<file path="config.mk">
export PLATFORM = sky130hd
export DESIGN_NAME = uart_tx_arb
export DESIGN_NICKNAME = d
export VERILOG_FILES = /design/src/rtl/uart_tx_arb.sv
export SDC_FILE = /design/constraint.sdc
export NUM_CORES = 1
export LEC_CHECK = 0
export CORE_MARGIN = 2
export CORE_UTILIZATION = 44
export DETAILED_ROUTE_END_ITERATION = 7
export MAX_ROUTING_LAYER = met4
export PLACE_DENSITY = 0.85
export SETUP_SLACK_MARGIN = 0.4
export SLEW_MARGIN = 15
export SYNTH_ARGS = -nofsm -noshare
export SYNTH_HDL_FRONTEND = slang
export SYNTH_SLANG_ARGS = --single-unit
</file>
<file path="constraint.sdc">
create_clock -name clk -period 4.3 [get_ports clk]
set_input_delay 0.645 -clock clk [delete_from_list [all_inputs] [get_ports clk]]
set_output_delay 0.645 -clock clk [all_outputs]
set_load 0.02 [all_outputs]
</file>
<file path="src/rtl/uart_tx_arb.sv">
// Round-robin arbiter that feeds bytes from NREQ requesters to a single UART transmitter core.
// Optional macro UART_TX_ARB_LOCK_EN adds a per-requester lock input that keeps ownership across bytes.
module uart_tx_arb #(
  parameter int NREQ = 4
) (
  input  logic              clk,
  input  logic              reset,
  input  logic [NREQ-1:0]   req,
  input  logic [8*NREQ-1:0] req_data,
`ifdef UART_TX_ARB_LOCK_EN
  input  logic [NREQ-1:0]   lock,
`endif
  output logic [NREQ-1:0]   ack,
  output logic [NREQ-1:0]   done,
  output logic              busy,
  output logic              tx_start,
  output logic [7:0]        tx_din,
  input  logic              tx_done_tick
);

  localparam int IDXW = (NREQ > 1) ? $clog2(NREQ) : 1;
  localparam logic [NREQ-1:0] ONE = NREQ'(1);

  typedef enum logic [1:0] {IDLE, START, WAIT} state_t;

  state_t            state, state_next;
  logic [IDXW-1:0]   rr_ptr, grant_reg, grant_idx, search_base;
  logic [7:0]        byte_reg;
  logic              grant_valid, grant_fire, finish;

  function automatic logic [IDXW-1:0] wrap_add(input logic [IDXW-1:0] base, input int off);
    int s;
    s = int'(base) + off;
    if (s >= NREQ) s = s - NREQ;
    return s[IDXW-1:0];
  endfunction

`ifdef UART_TX_ARB_LOCK_EN
  logic owner;
  logic owner_hold;
  assign owner_hold  = owner & lock[grant_reg];
  // Once the owner lets go, the search starts just past it even before rr_ptr catches up.
  assign search_base = owner ? wrap_add(grant_reg, 1) : rr_ptr;
`else
  assign search_base = rr_ptr;
`endif

  // First set request at or after search_base; the lowest offset wins because it is written last.
  always_comb begin
    // NOTE: every variable gets a default before any branch so the block never infers a latch.
    grant_valid = 1'b0;
    grant_idx   = '0;
    for (int k = NREQ - 1; k >= 0; k--) begin
      if (req[wrap_add(search_base, k)]) begin
        grant_valid = 1'b1;
        grant_idx   = wrap_add(search_base, k);
      end
    end
`ifdef UART_TX_ARB_LOCK_EN
    if (owner_hold) begin
      grant_valid = req[grant_reg];
      grant_idx   = grant_reg;
    end
`endif
  end

  always_ff @(posedge clk or posedge reset) begin
    // NOTE: sequential state uses non-blocking assignments so every register samples pre-edge values.
    if (reset) state <= IDLE;
    else       state <= state_next;
  end

  always_comb begin
    state_next = state;
    grant_fire = 1'b0;
    finish     = 1'b0;
    case (state)
      IDLE:  if (grant_valid) begin
               grant_fire = 1'b1;
               state_next = START;
             end
      START: state_next = WAIT;
      WAIT:  if (tx_done_tick) begin
               finish     = 1'b1;
               state_next = IDLE;
             end
      default: state_next = IDLE;
    endcase
  end

  always_ff @(posedge clk or posedge reset) begin
    if (reset) begin
      rr_ptr    <= '0;
      grant_reg <= '0;
      byte_reg  <= '0;
      ack       <= '0;
      done      <= '0;
    end else begin
      ack  <= grant_fire ? (ONE << grant_idx) : '0;
      done <= finish     ? (ONE << grant_reg) : '0;
      if (grant_fire) begin
        grant_reg <= grant_idx;
        byte_reg  <= req_data[{grant_idx, 3'b000} +: 8];
      end
`ifndef UART_TX_ARB_LOCK_EN
      if (finish) rr_ptr <= wrap_add(grant_reg, 1);
`else
      if (finish || (owner && !lock[grant_reg])) begin
        if (!(finish && lock[grant_reg])) rr_ptr <= wrap_add(grant_reg, 1);
      end
`endif
    end
  end

`ifdef UART_TX_ARB_LOCK_EN
  always_ff @(posedge clk or posedge reset) begin
    if (reset)                              owner <= 1'b0;
    else if (finish && lock[grant_reg])     owner <= 1'b1;
    else if (finish || !lock[grant_reg])    owner <= 1'b0;
  end
`endif

  assign busy     = (state != IDLE);
  assign tx_start = (state == START);
  assign tx_din   = byte_reg;

endmodule

</file>
# Yosys cells after proc, flatten, opt, wreduce, memory -nomap -nowiden
# Cells that the tools add are included.
# op_classes
order_cmp,9
eq_ne,4
n_shift,3
n_addsub,9
reduce_logical,3
n_mux,30
# ops
operator,n
32-bit by 6-bit indexed part select with 8-bit output,1
2-bit 2-to-1 mux,11
3-bit >= comparator (second input constant),4
2-bit by 3-bit less-than comparator with 1-bit output (second input constant),4
1-bit 2-to-1 mux,12
2-bit by 1-bit subtractor with 2-bit output (second input constant),5
1-bit binary-select mux with 2-bit select,4
4-bit 2-to-1 mux,2
1-bit by 2-bit << shifter with 4-bit output (first input constant),2
2-bit by 1-bit adder with 3-bit output (second input constant),2
2-bit by 2-bit adder with 3-bit output (second input constant),2
2-bit case mux with 3 select lines,1
2-bit != test (second input constant),2
2-bit by 3-bit >= comparator with 1-bit output (second input constant),1
2-bit by 1-bit equality test with 1-bit output (second input constant),1
2-bit equality test (second input constant),1
2-bit zero test,1
2-bit AND reduction,1
2-bit nonzero test,1
# totals
output_inout_bits,18
input_bits,39
reg_bits,22

# Logic depth before layout (Yosys ltp)
# Gate-level depths: netlist of run 1.
# logic_depth
depth_word,12
depth_mapped,7

# Least setup slack after synthesis of run 1
# Ideal clock, no wire load.
# synth_timing
path_kind,in2reg
startpoint,in req[2]
endpoint,reg byte_reg[0] (netlist: tx_din[0])
arrival_time_ps,1670
path_slack_ps,2498
setup_ps,132
path_buffers,1
cell_stages,6
cell_sequence,mux2i_1 -> nor2_1 -> or3_4 -> buf_6 -> a221oi_1 -> a211oi_1
# synth_via
elab_chain_cells,8
word_cells_on_any_way,19
classes_between,1 x shift; 18 x mux
# synth_rtl
element,line,rtl
start: declaration,8,"input logic [NREQ-1:0] req,"
"parallel branches: the longest is 8 deep, another holds 32-bit by 6-bit indexed part select with 8-bit output",--,
end signal: assignment,103,"byte_reg <= req_data[{grant_idx, 3'b000} +: 8];"
end: declaration,28,logic [7:0] byte_reg;
# Several ways; the timed one is not identified. The select of a mux whose other input is x is not followed.
# A chain may end at the register's enable or synchronous reset.

# Worst setup path after layout of run 1
# layout_timing
startpoint,reg state[0]
endpoint,out busy
# layout_via
elab_chain_cells,1
# layout_rtl
element,line,rtl
start: declaration,26,"state_t state, state_next;"
start signal: assignment,70,else state <= state_next;
2-bit nonzero test,123,assign busy = (state != IDLE);
end: declaration,15,"output logic busy,"
# Every way passes these cells.

==> results.yml, run 1 <==
power:
  p_comb_share_pct: 56.1
  seq_power_share_pct: 34.5
  irDropWorstVdd_mv: 0.3799
  powerDensity_mw_per_mm2: 551.5
  power.switching_mw: 0.4078
  p_total_mw: 0.9931
  p_leak_nw: 0.7577
  p_int_mw: 0.5852
  clock_power_share_pct: 9.4
  p_sw_share_pct: 41.07
cells_and_area:
  areaGrowthSynthToFinish_pct: 46.99
  stdcell_count: 197
  drive_gt1_share_pct: 11.45
  num_antenna_cells: 0
  largest_reg_flops: 8
  nNetsFinal: 211
sta:
  finalClockSkew_ps: 11.61
  tns_ps: 0
  period_needed_ps: 2185
  relSlewSlack_pct: 45.46
  fmax_mhz: 457.6
  fin_ws_ps: 2115
  tightest_slew_ps: 817.1
  setup_viol: 0
  slew_violations: 0
  layout_worst_path_cycle_share_pct: 50.82
  rsz0062_at_grt: "no"
  finalHoldViolCount: 0
synth:
  yosysTopAreaCell: "dfrtp_1"
  synth_top_family_by_area: "simple AND/OR/NAND/NOR gates"
  synthAdderAreaFrac_pct: 4.086
  synth_area_mm2: 0.001225
  postSynthAreaPerCell_um2: 10.84
  yosys_warnings: 0
  synthTopCellsByArea: "dfrtp_1, mux2i_1, a221oi_1"
  async_reset_ff_share_pct: 100.0
  seq_area_frac_synth_pct: 44.94
  synthMostInstantiatedCell: "dfrtp_1"
  netlist_instances: 113
  netlist_top_cells_count: "dfrtp_1, nor2_1, mux2i_1"
  syn-num-nets: 156
  synthSimpleGateAreaFrac_pct: 19.71
  synth-compound-area-share_pct: 16.65
  synth_edf_count: 0
  synthDistinctLibCells: 33
  synthMuxAreaShare_pct: 9.091
  synth-seq-cells: 22
  synthXorXnorAreaFrac_pct: 0
  synth-main-ff-cell: "dfrtp_1"
  yosys.area.top_type_share_pct: 44.94
global_routing:
  grt_pass1_wl_mm: 4.747
  grt_max_degree: 23
  grt-ovfl-total: 0
  grt_pass1_vias: 1092
  track_usage_pct: 19.46
  antenna_found_initial: 0
floorplan:
  die_x_um: 56.76
  die_h_um: 56.76
  die-area_mm2: 0.003222
  row_count: 19
  initial_utilization_pct: 45.20
  core-area_mm2: 0.002710
  io_pins: 57
worst_setup_path:
  end_kind: "output port"
  critPathSlowestCell: "clkdlybuf4s50_1"
  crit_chain: "or2_1 -> clkdlybuf4s50_1"
  slowest_delay_ps: 540
  cp.arrival_ps: 1540
  cp_max_fo: 4
  path_class: "flip-flop to output port"
  crit_path_start_kind: "flip-flop"
  critPathRequiredTime_ps: 3650
drt:
  routedWlPerCell_um: 14.64
  drc: 0
  initialDrtViolationCount: 12
  viasPerCell: 5.320
  drtPass1Iterations: 4
  num_vias: 1048
  wirelength_mm: 2.884
  final_antenna_net_count: 0
placed_design:
  place.gp.congestion: 0.7831
  portBuffers: 56
  hpwlAfterDp_mm: 2.249
  place_inst: 194
  post-place-ws_ps: 1808
clocking:
  ctsResizeCount: 0
  cts_hold_buf: 0
  htreeDepth: 1
  cts_setup_buffers: 0
  cts_root_buffer: "clkbuf_4"
  cts_num_sinks: 22
  clkTransAtPathRegs_ps: 120
  tritoncts: "built"
  clkLatencyLatePin_ps: 310
  clock_path_buffers: 2
  numCtsBuffers: 3
outcome:
  status: "complete, no violations"
hold_path:
  worst_hold_path_type: "flip-flop to flip-flop"
run:
  maxCapViolations: 0
cell usage in the layout (no fill, tap or decap):
| cell | netlist | final |
|---|---|---|
| inv_1 | 4 | 4 |
| nor2_4 | 1 | 1 |
| or2_2 | 1 | 1 |
| and2_2 | 8 | 8 |
| clkdlybuf4s50_1 | 0 | 56 |
| nand2_1 | 2 | 2 |
| mux2_2 | 1 | 1 |
| o21ai_1 | 2 | 2 |
| o21bai_2 | 1 | 1 |
| or2_0 | 1 | 1 |
| mux2i_1 | 10 | 10 |
| nor2b_1 | 2 | 2 |
| a211oi_1 | 8 | 8 |
| o21a_1 | 1 | 1 |
| a21oi_1 | 3 | 3 |
| nor3_1 | 1 | 1 |
| nand2b_1 | 1 | 1 |
| a221oi_1 | 8 | 8 |
| or3_4 | 1 | 1 |
| ha_1 | 4 | 4 |
| o211ai_4 | 1 | 1 |
| o21a_2 | 1 | 1 |
| or2_1 | 2 | 2 |
| clkbuf_4 | 0 | 3 |
| inv_4 | 1 | 1 |
| nor3b_1 | 2 | 2 |
| and2_1 | 5 | 5 |
| dfrtp_1 | 22 | 22 |
| nor4_1 | 1 | 1 |
| and3b_1 | 1 | 1 |
| nor2_1 | 11 | 11 |
area by class of cell:
class | count | area [um2]
Clock buffer | 3 | 22.52
Timing Repair Buffer | 56 | 560.5
Sequential cell | 22 | 550.5
Tap cell | 31 | 38.79
Multi-Input combinational cell | 80 | 606.8
Inverter | 5 | 21.27
Fill cell | 218 | 909.6
path summary, 6_finish.rpt:
check | endpoint | cells after the start | start | slack, ps
min reg2reg | tx_din[5]$_DFFE_PP0P_ | 2 | tx_din[5]$_DFFE_PP0P_ | 570
min | tx_din[5]$_DFFE_PP0P_ | 2 | tx_din[5]$_DFFE_PP0P_ | 570
max in group asynchronous | done[0]$_DFF_PP0_ | 2 | reset | 3010
max | busy | 2 | state[0]$_DFFE_PP0P_ | 2110
min in group asynchronous | ack[0]$_DFF_PP0_ | 2 | reset | 770
max reg2reg | tx_din[3]$_DFFE_PP0P_ | 6 | state[0]$_DFFE_PP0P_ | 2460
worst max-delay path: cells and delay by family, from the launching register on:
family / cells / cell delay (ps)
buffers and inverters: 1 / 540
DFF: 1 / 430
and+or+nand+nor: 1 / 260
cells by family after synthesis:
group / count (synthesis)
AO/OA/AOI/OAI: 25
buffers and inverters: 11
adder cells (fa/ha/maj): 4
AND/OR/NAND/NOR: 40
flip-flops: 22
multiplexers: 11
per-layer routing:
layer  vias up  global-route usage [%]  wire, um  share of wire (%)
met5         -                       -         0                  0
met2        30                   32.56      1516                 53
met4         0                   8.638        61                2.1
li1        510                       -         -                  -
met3         6                   1.843        98                3.4
met1       502                   23.93      1208                 42
power by group through the flow:
stage	logic (mW)	clock network, mW	registers, mW
floorplan	0.311	0	0.399
global placement	0.546	0	0.345
detailed placement	0.560	0	0.347
CTS	0.563	0.0961	0.343
global route	0.611	0.101	0.353
finish	0.557	0.0932	0.343
through the flow:
stage / area [um2] / hold WS [ps] / utilization (%)
2_1_floorplan: 1225 / 502.9 / -
3_3_place_gp: 1778 / 552.8 / 65.60
3_5_place_dp: 1778 / 556.8 / 65.60
4_1_cts: 1800 / 569.7 / 66.44
5_1_grt: 1800 / 591.6 / 66.44
6_report: 1800 / 571.2 / 66.44
(Power assumes the default switching activity.)
==> run 2: changes to the inputs <==
- CORE_UTILIZATION: 44 -> 41
- PLACE_DENSITY: 0.85 -> 0.8
- clock period: 4.3 -> 2.2 ns (I/O delays scaled with it)
==> results.yml, run 2 (same netlist as run 1, synthesis figures left out) <==
outcome:
  status: "complete, but fails checks"
  violations: "design-rule violations"
clocking:
  tritoncts: "built"
  clock_path_buffers: 2
  htreeDepth: 1
  cts_root_buffer: "clkbuf_4"
  clkTransAtPathRegs_ps: 130
  clkLatencyLatePin_ps: 320
  numCtsBuffers: 3
  cts_hold_buf: 0
  cts_num_sinks: 22
cells_and_area:
  final_common_cell: "clkdlybuf4s50_1"
  drive_gt1_share_pct: 16.96
  largest_reg_flops: 8
  nNetsFinal: 215
  num_antenna_cells: 0
  n_fill_cell: 214
  areaGrowthSynthToFinish_pct: 53.83
  finish.instance_area_mm2: 0.001884
  mostFrequentLayoutCells: "clkdlybuf4s50_1, dfrtp_1, nor2_1, mux2i_1"
global_routing:
  track_usage_pct: 19.25
  antenna_found_initial: 0
  grt_pass1_vias: 1053
  grt_max_degree: 23
  grt_pass1_wl_mm: 4.809
  grt-ovfl-total: 0
sta:
  setup_viol: 0
  finalClockSkew_ps: 7.390
  slew_violations: 0
  whs_ps: 446.8
  rsz0062_at_grt: "yes"
  fin_ws_ps: 433.1
  tightest_slew_ps: 817.7
  layout_worst_path_cycle_share_pct: 80.31
  fmax_mhz: 566.0
  relSlewSlack_pct: 45.43
  finalHoldViolCount: 0
  period_needed_ps: 1767
  tns_ps: 0
worst_setup_path:
  crit_path_start_kind: "primary input"
  cp.depth: 6
  critPathRequiredTime_ps: 2410
  slowest_delay_ps: 490
  r2r_cells: 5
  cp.buffers_inverters: 1
  cp_max_fo: 10
  crit_chain: "clkdlybuf4s50_1 -> mux2i_1 -> nor2_1 -> or3_4 -> a221oi_1 -> a211oi_1"
  critical_path.top_delay_family: "simple AND/OR/NAND/NOR gates"
  critPathSlowestCell: "or3_4"
  path_class: "primary input to flip-flop"
  end_kind: "flip-flop"
  cp.arrival_ps: 1980
drt:
  initialDrtViolationCount: 39
  wirelength_mm: 3.229
  viasPerCell: 5.272
  routedWlPerCell_um: 15.99
  drc: 2
  num_vias: 1065
  final_antenna_net_count: 0
  drtPass1Iterations: 6
floorplan:
  row_count: 19
  die_h_um: 58.66
  io_pins: 57
  initial_utilization_pct: 43.67
  die_x_um: 58.66
  die-area_mm2: 0.003441
  core-area_mm2: 0.002805
placed_design:
  postPlaceCellArea_mm2: 0.001793
  place.gp.congestion: 0.7969
  portBuffers: 56
  post-place-ws_ps: 75.80
  hpwlAfterDp_mm: 2.316
power:
  p_leak_nw: 0.7998
  irDropWorstVdd_mv: 0.5819
  powerDensity_mw_per_mm2: 1138
hold_path:
  worst_hold_path_type: "primary input to asynchronous set/reset pin"
run:
  maxCapViolations: 0
run 2: cell types whose count changed in the layout (fill, tap and decap cells not counted), moves of 2 or more:
cell,change
clkdlybuf4s50_1,-2
a221oi_2,+3
dlygate4sd2_1,+2
buf_4,+3
a221oi_1,-3
run 2: report_power, final:
group | leakage, nW | internal [mW] | switching [mW]
clock network | 0.0279 | 0.184 | 0.136
logic | 0.503 | 0.543 | 0.615
registers | 0.269 | 0.563 | 0.103
total | 0.800 | 1.29 | 0.854
run 2: per-layer routing:
layer  vias to the layer above  routed length, um  global-route usage, %
met3                         7                 91                  1.978
met1                       521               1330                  22.84
met5                         -                  0                      -
met2                        22               1729                  32.58
li1                        515                  -                      -
met4                         0                 77                  9.416
run 2: path summary, 6_finish.rpt:
path	from	to	slack [ps]
setup / recovery	req[2]	tx_din[5]$_DFFE_PP0P_	430
hold / removal	reset	tx_din[7]$_DFFE_PP0P_	450
setup reg to reg	rr_ptr[1]$_DFFE_PP0P_	tx_din[5]$_DFFE_PP0P_	440
hold reg to reg	tx_din[1]$_DFFE_PP0P_	tx_din[1]$_DFFE_PP0P_	570
max in group asynchronous	reset	rr_ptr[1]$_DFFE_PP0P_	1190
min in group clk	tx_din[1]$_DFFE_PP0P_	tx_din[1]$_DFFE_PP0P_	570
run 2: what timing repair did:
action                     4_1_cts  5_1_grt
setup endpoints to repair        2        8
setup buffers                    0        1
gates cloned                     0        1
pin swaps                        0        1
resized for setup                2        7
run 2: area by class of cell:
type	count	area (um2)	area share, %
multi-input cells	81	639.4	33.93
repair buffers	59	580.6	30.81
flip-flops and latches	22	551.8	29.28
well taps	31	38.79	2.058
clock inverters	1	30.03	1.594
clock buffers	3	22.52	1.195
inverters	5	21.27	1.129
run 2: metrics by stage:
stage | cells | power [mW] | utilization, %
floorplan | 113 | 1.387 | -
global placement | 196 | 1.757 | 63.92
detailed placement | 196 | 1.797 | 63.92
CTS | 200 | 2.098 | 65.70
global route | 202 | 2.264 | 67.17
finish | 202 | 2.144 | 67.17
==> run 3: changes to the inputs <==
- CORE_UTILIZATION: 41 -> 37
- PLACE_DENSITY: 0.8 -> 0.76
- clock period: 2.2 -> 1.5 ns (I/O delays scaled with it)
==> results.yml, run 3 (same netlist as run 1, synthesis figures left out) <==
global_routing:
  grt_pass1_wl_mm: 5.223
  track_usage_pct: 19.43
  antenna_found_initial: 0
  grt_max_degree: 23
  grt-ovfl-total: 0
  grt_pass1_vias: 1192
clocking:
  cts_num_sinks: 22
  cts_root_buffer: "clkbuf_4"
  clkLatencyLatePin_ps: 310
  tritoncts: "built"
  clkTransAtPathRegs_ps: 140
  clock_path_buffers: 2
  htreeDepth: 1
  numCtsBuffers: 3
worst_setup_path:
  path_class: "flip-flop to flip-flop"
  slowest_delay_ps: 440
  crit_chain: "mux2i_1 -> nor2_2 -> or3_4 -> a221oi_2 -> a211oi_1"
  critPathSlowestCell: "dfrtp_2"
  crit_path_start_kind: "flip-flop"
  critical_path.top_delay_family: "simple AND/OR/NAND/NOR gates"
  critPathRequiredTime_ps: 1700
  end_kind: "flip-flop"
  cp.buffers_inverters: 0
  cp_max_fo: 8
  cp.arrival_ps: 1850
floorplan:
  die_h_um: 61.54
  die_x_um: 61.54
  io_pins: 57
  initial_utilization_pct: 39.48
  row_count: 20
  core-area_mm2: 0.003103
  die-area_mm2: 0.003787
placed_design:
  postPlaceCellArea_mm2: 0.001974
  hpwlAfterDp_mm: 2.456
  portBuffers: 56
  place_inst: 222
  post-place-ws_ps: -508.9
  place.gp.congestion: 0.7318
power:
  p_total_mw: 3.734
  p_int_mw: 2.289
  powerDensity_mw_per_mm2: 1717
  p_sw_share_pct: 38.70
  seq_power_share_pct: 26.7
  p_comb_share_pct: 60.9
  clock_power_share_pct: 12.4
  power.switching_mw: 1.445
  irDropWorstVdd_mv: 0.8432
  p_leak_nw: 0.9682
sta:
  period_needed_ps: 1656
  finalClockSkew_ps: 7.604
  relSlewSlack_pct: 78.66
  tightest_slew_ps: 320.1
  layout_worst_path_cycle_share_pct: 110.4
  finalHoldViolCount: 0
  rsz0062_at_grt: "yes"
  fin_ws_ps: -155.8
  setup_viol: 10
  fmax_mhz: 603.9
  slew_violations: 0
drt:
  wirelength_mm: 3.499
  drc: 0
  final_antenna_net_count: 0
  drtPass1Iterations: 4
  num_vias: 1147
  routedWlPerCell_um: 14.95
  initialDrtViolationCount: 29
  viasPerCell: 4.902
cells_and_area:
  n_fill_cell: 248
  largest_reg_flops: 8
  num_antenna_cells: 0
  stdcell_count: 234
  drive_gt1_share_pct: 45.26
  final_core_util_pct: 70.08
  finish.instance_area_mm2: 0.002175
  mostFrequentLayoutCells: "clkdlybuf4s50_1, dfrtp_1, buf_6"
  areaGrowthSynthToFinish_pct: 77.53
  final_common_cell: "clkdlybuf4s50_1"
  nNetsFinal: 234
hold_path:
  worst_hold_path_type: "primary input to asynchronous set/reset pin"
outcome:
  violations: "negative setup slack"
  status: "complete, but fails checks"
run:
  maxCapViolations: 0
-- run 3: changes by cell type in the layout (fill, tap and decap cells not counted), moves of 4 or more --
cell             before  now
buf_6                 0   18
clkdlybuf4s50_1      54   37
buf_4                 3   14
a221oi_1              5    0
a221oi_2              3    8
buf_2                 0    5
and2_1                5    1
and2_4                0    4
-- run 3: area by class of cell --
cell class | count | area [um2] | area share [%]
multi-input combinational | 82 | 747.0 | 34.35
inverter | 5 | 21.27 | 0.9781
clock inverter | 1 | 30.03 | 1.381
timing repair buffer | 77 | 747.0 | 34.35
sequential | 22 | 551.8 | 25.37
tap | 44 | 55.05 | 2.532
clock buffer | 3 | 22.52 | 1.036
-- run 3: timing repair --
item | 4_1_cts | 5_1_grt
buffers inserted | 4 | 2
pin swaps | 13 | 7
hold endpoints to repair | 0 | 0
gates cloned | 2 | 0
hold buffers | 0 | 0
resized for setup | 105 | 22
endpoints found under the setup margin | 36 | 34
-- run 3: layer usage --
layer	routed length, um	up-vias	global-route usage (%)	share of wire [%]
li1	-	567	-	-
met1	1387	552	20.94	40
met2	1978	24	35.94	57
met3	91	4	1.681	2.6
met4	42	0	8.207	1.2
met5	0	-	-	0
-- run 3: worst min-delay path, stage by stage --
cell and delay (ps):
clkdlybuf4s50_1 390, inv_1 50, buf_4 280
-- run 3: final timing paths --
kind,end,cells after the start,from,slack (ps)
min reg2reg,rr_ptr[0]$_DFFE_PP0P_,1,grant_reg[0]$_DFFE_PP0P_,550
min,done[0]$_DFF_PP0_,3,reset,230
min in group clk,tx_din[0]$_DFFE_PP0P_,3,req_data[8],550
max reg2reg,tx_din[7]$_DFFE_PP0P_,5,rr_ptr[1]$_DFFE_PP0P_,-160
max in group asynchronous,rr_ptr[1]$_DFFE_PP0P_,3,reset,1030
max,tx_din[7]$_DFFE_PP0P_,5,rr_ptr[1]$_DFFE_PP0P_,-160
-- run 3: per-stage QoR --
stage,setup TNS [ps],hold slack (ps)
CTS,-1415,236.7
floorplan,-830.1,214.2
global route,-1737,285.5
detailed placement,-5614,551.8
finish,-1113,233.8
global placement,-4748,546.1
-- run 3: power by group through the flow --
stage	registers, mW	clock network (mW)	logic (mW)
after floorplan	1.15	0	1.01
after global placement	0.971	0	1.87
after detailed placement	0.978	0	1.92
after CTS	0.978	0.471	2.12
after global routing	1.02	0.493	2.42
final	0.996	0.464	2.27
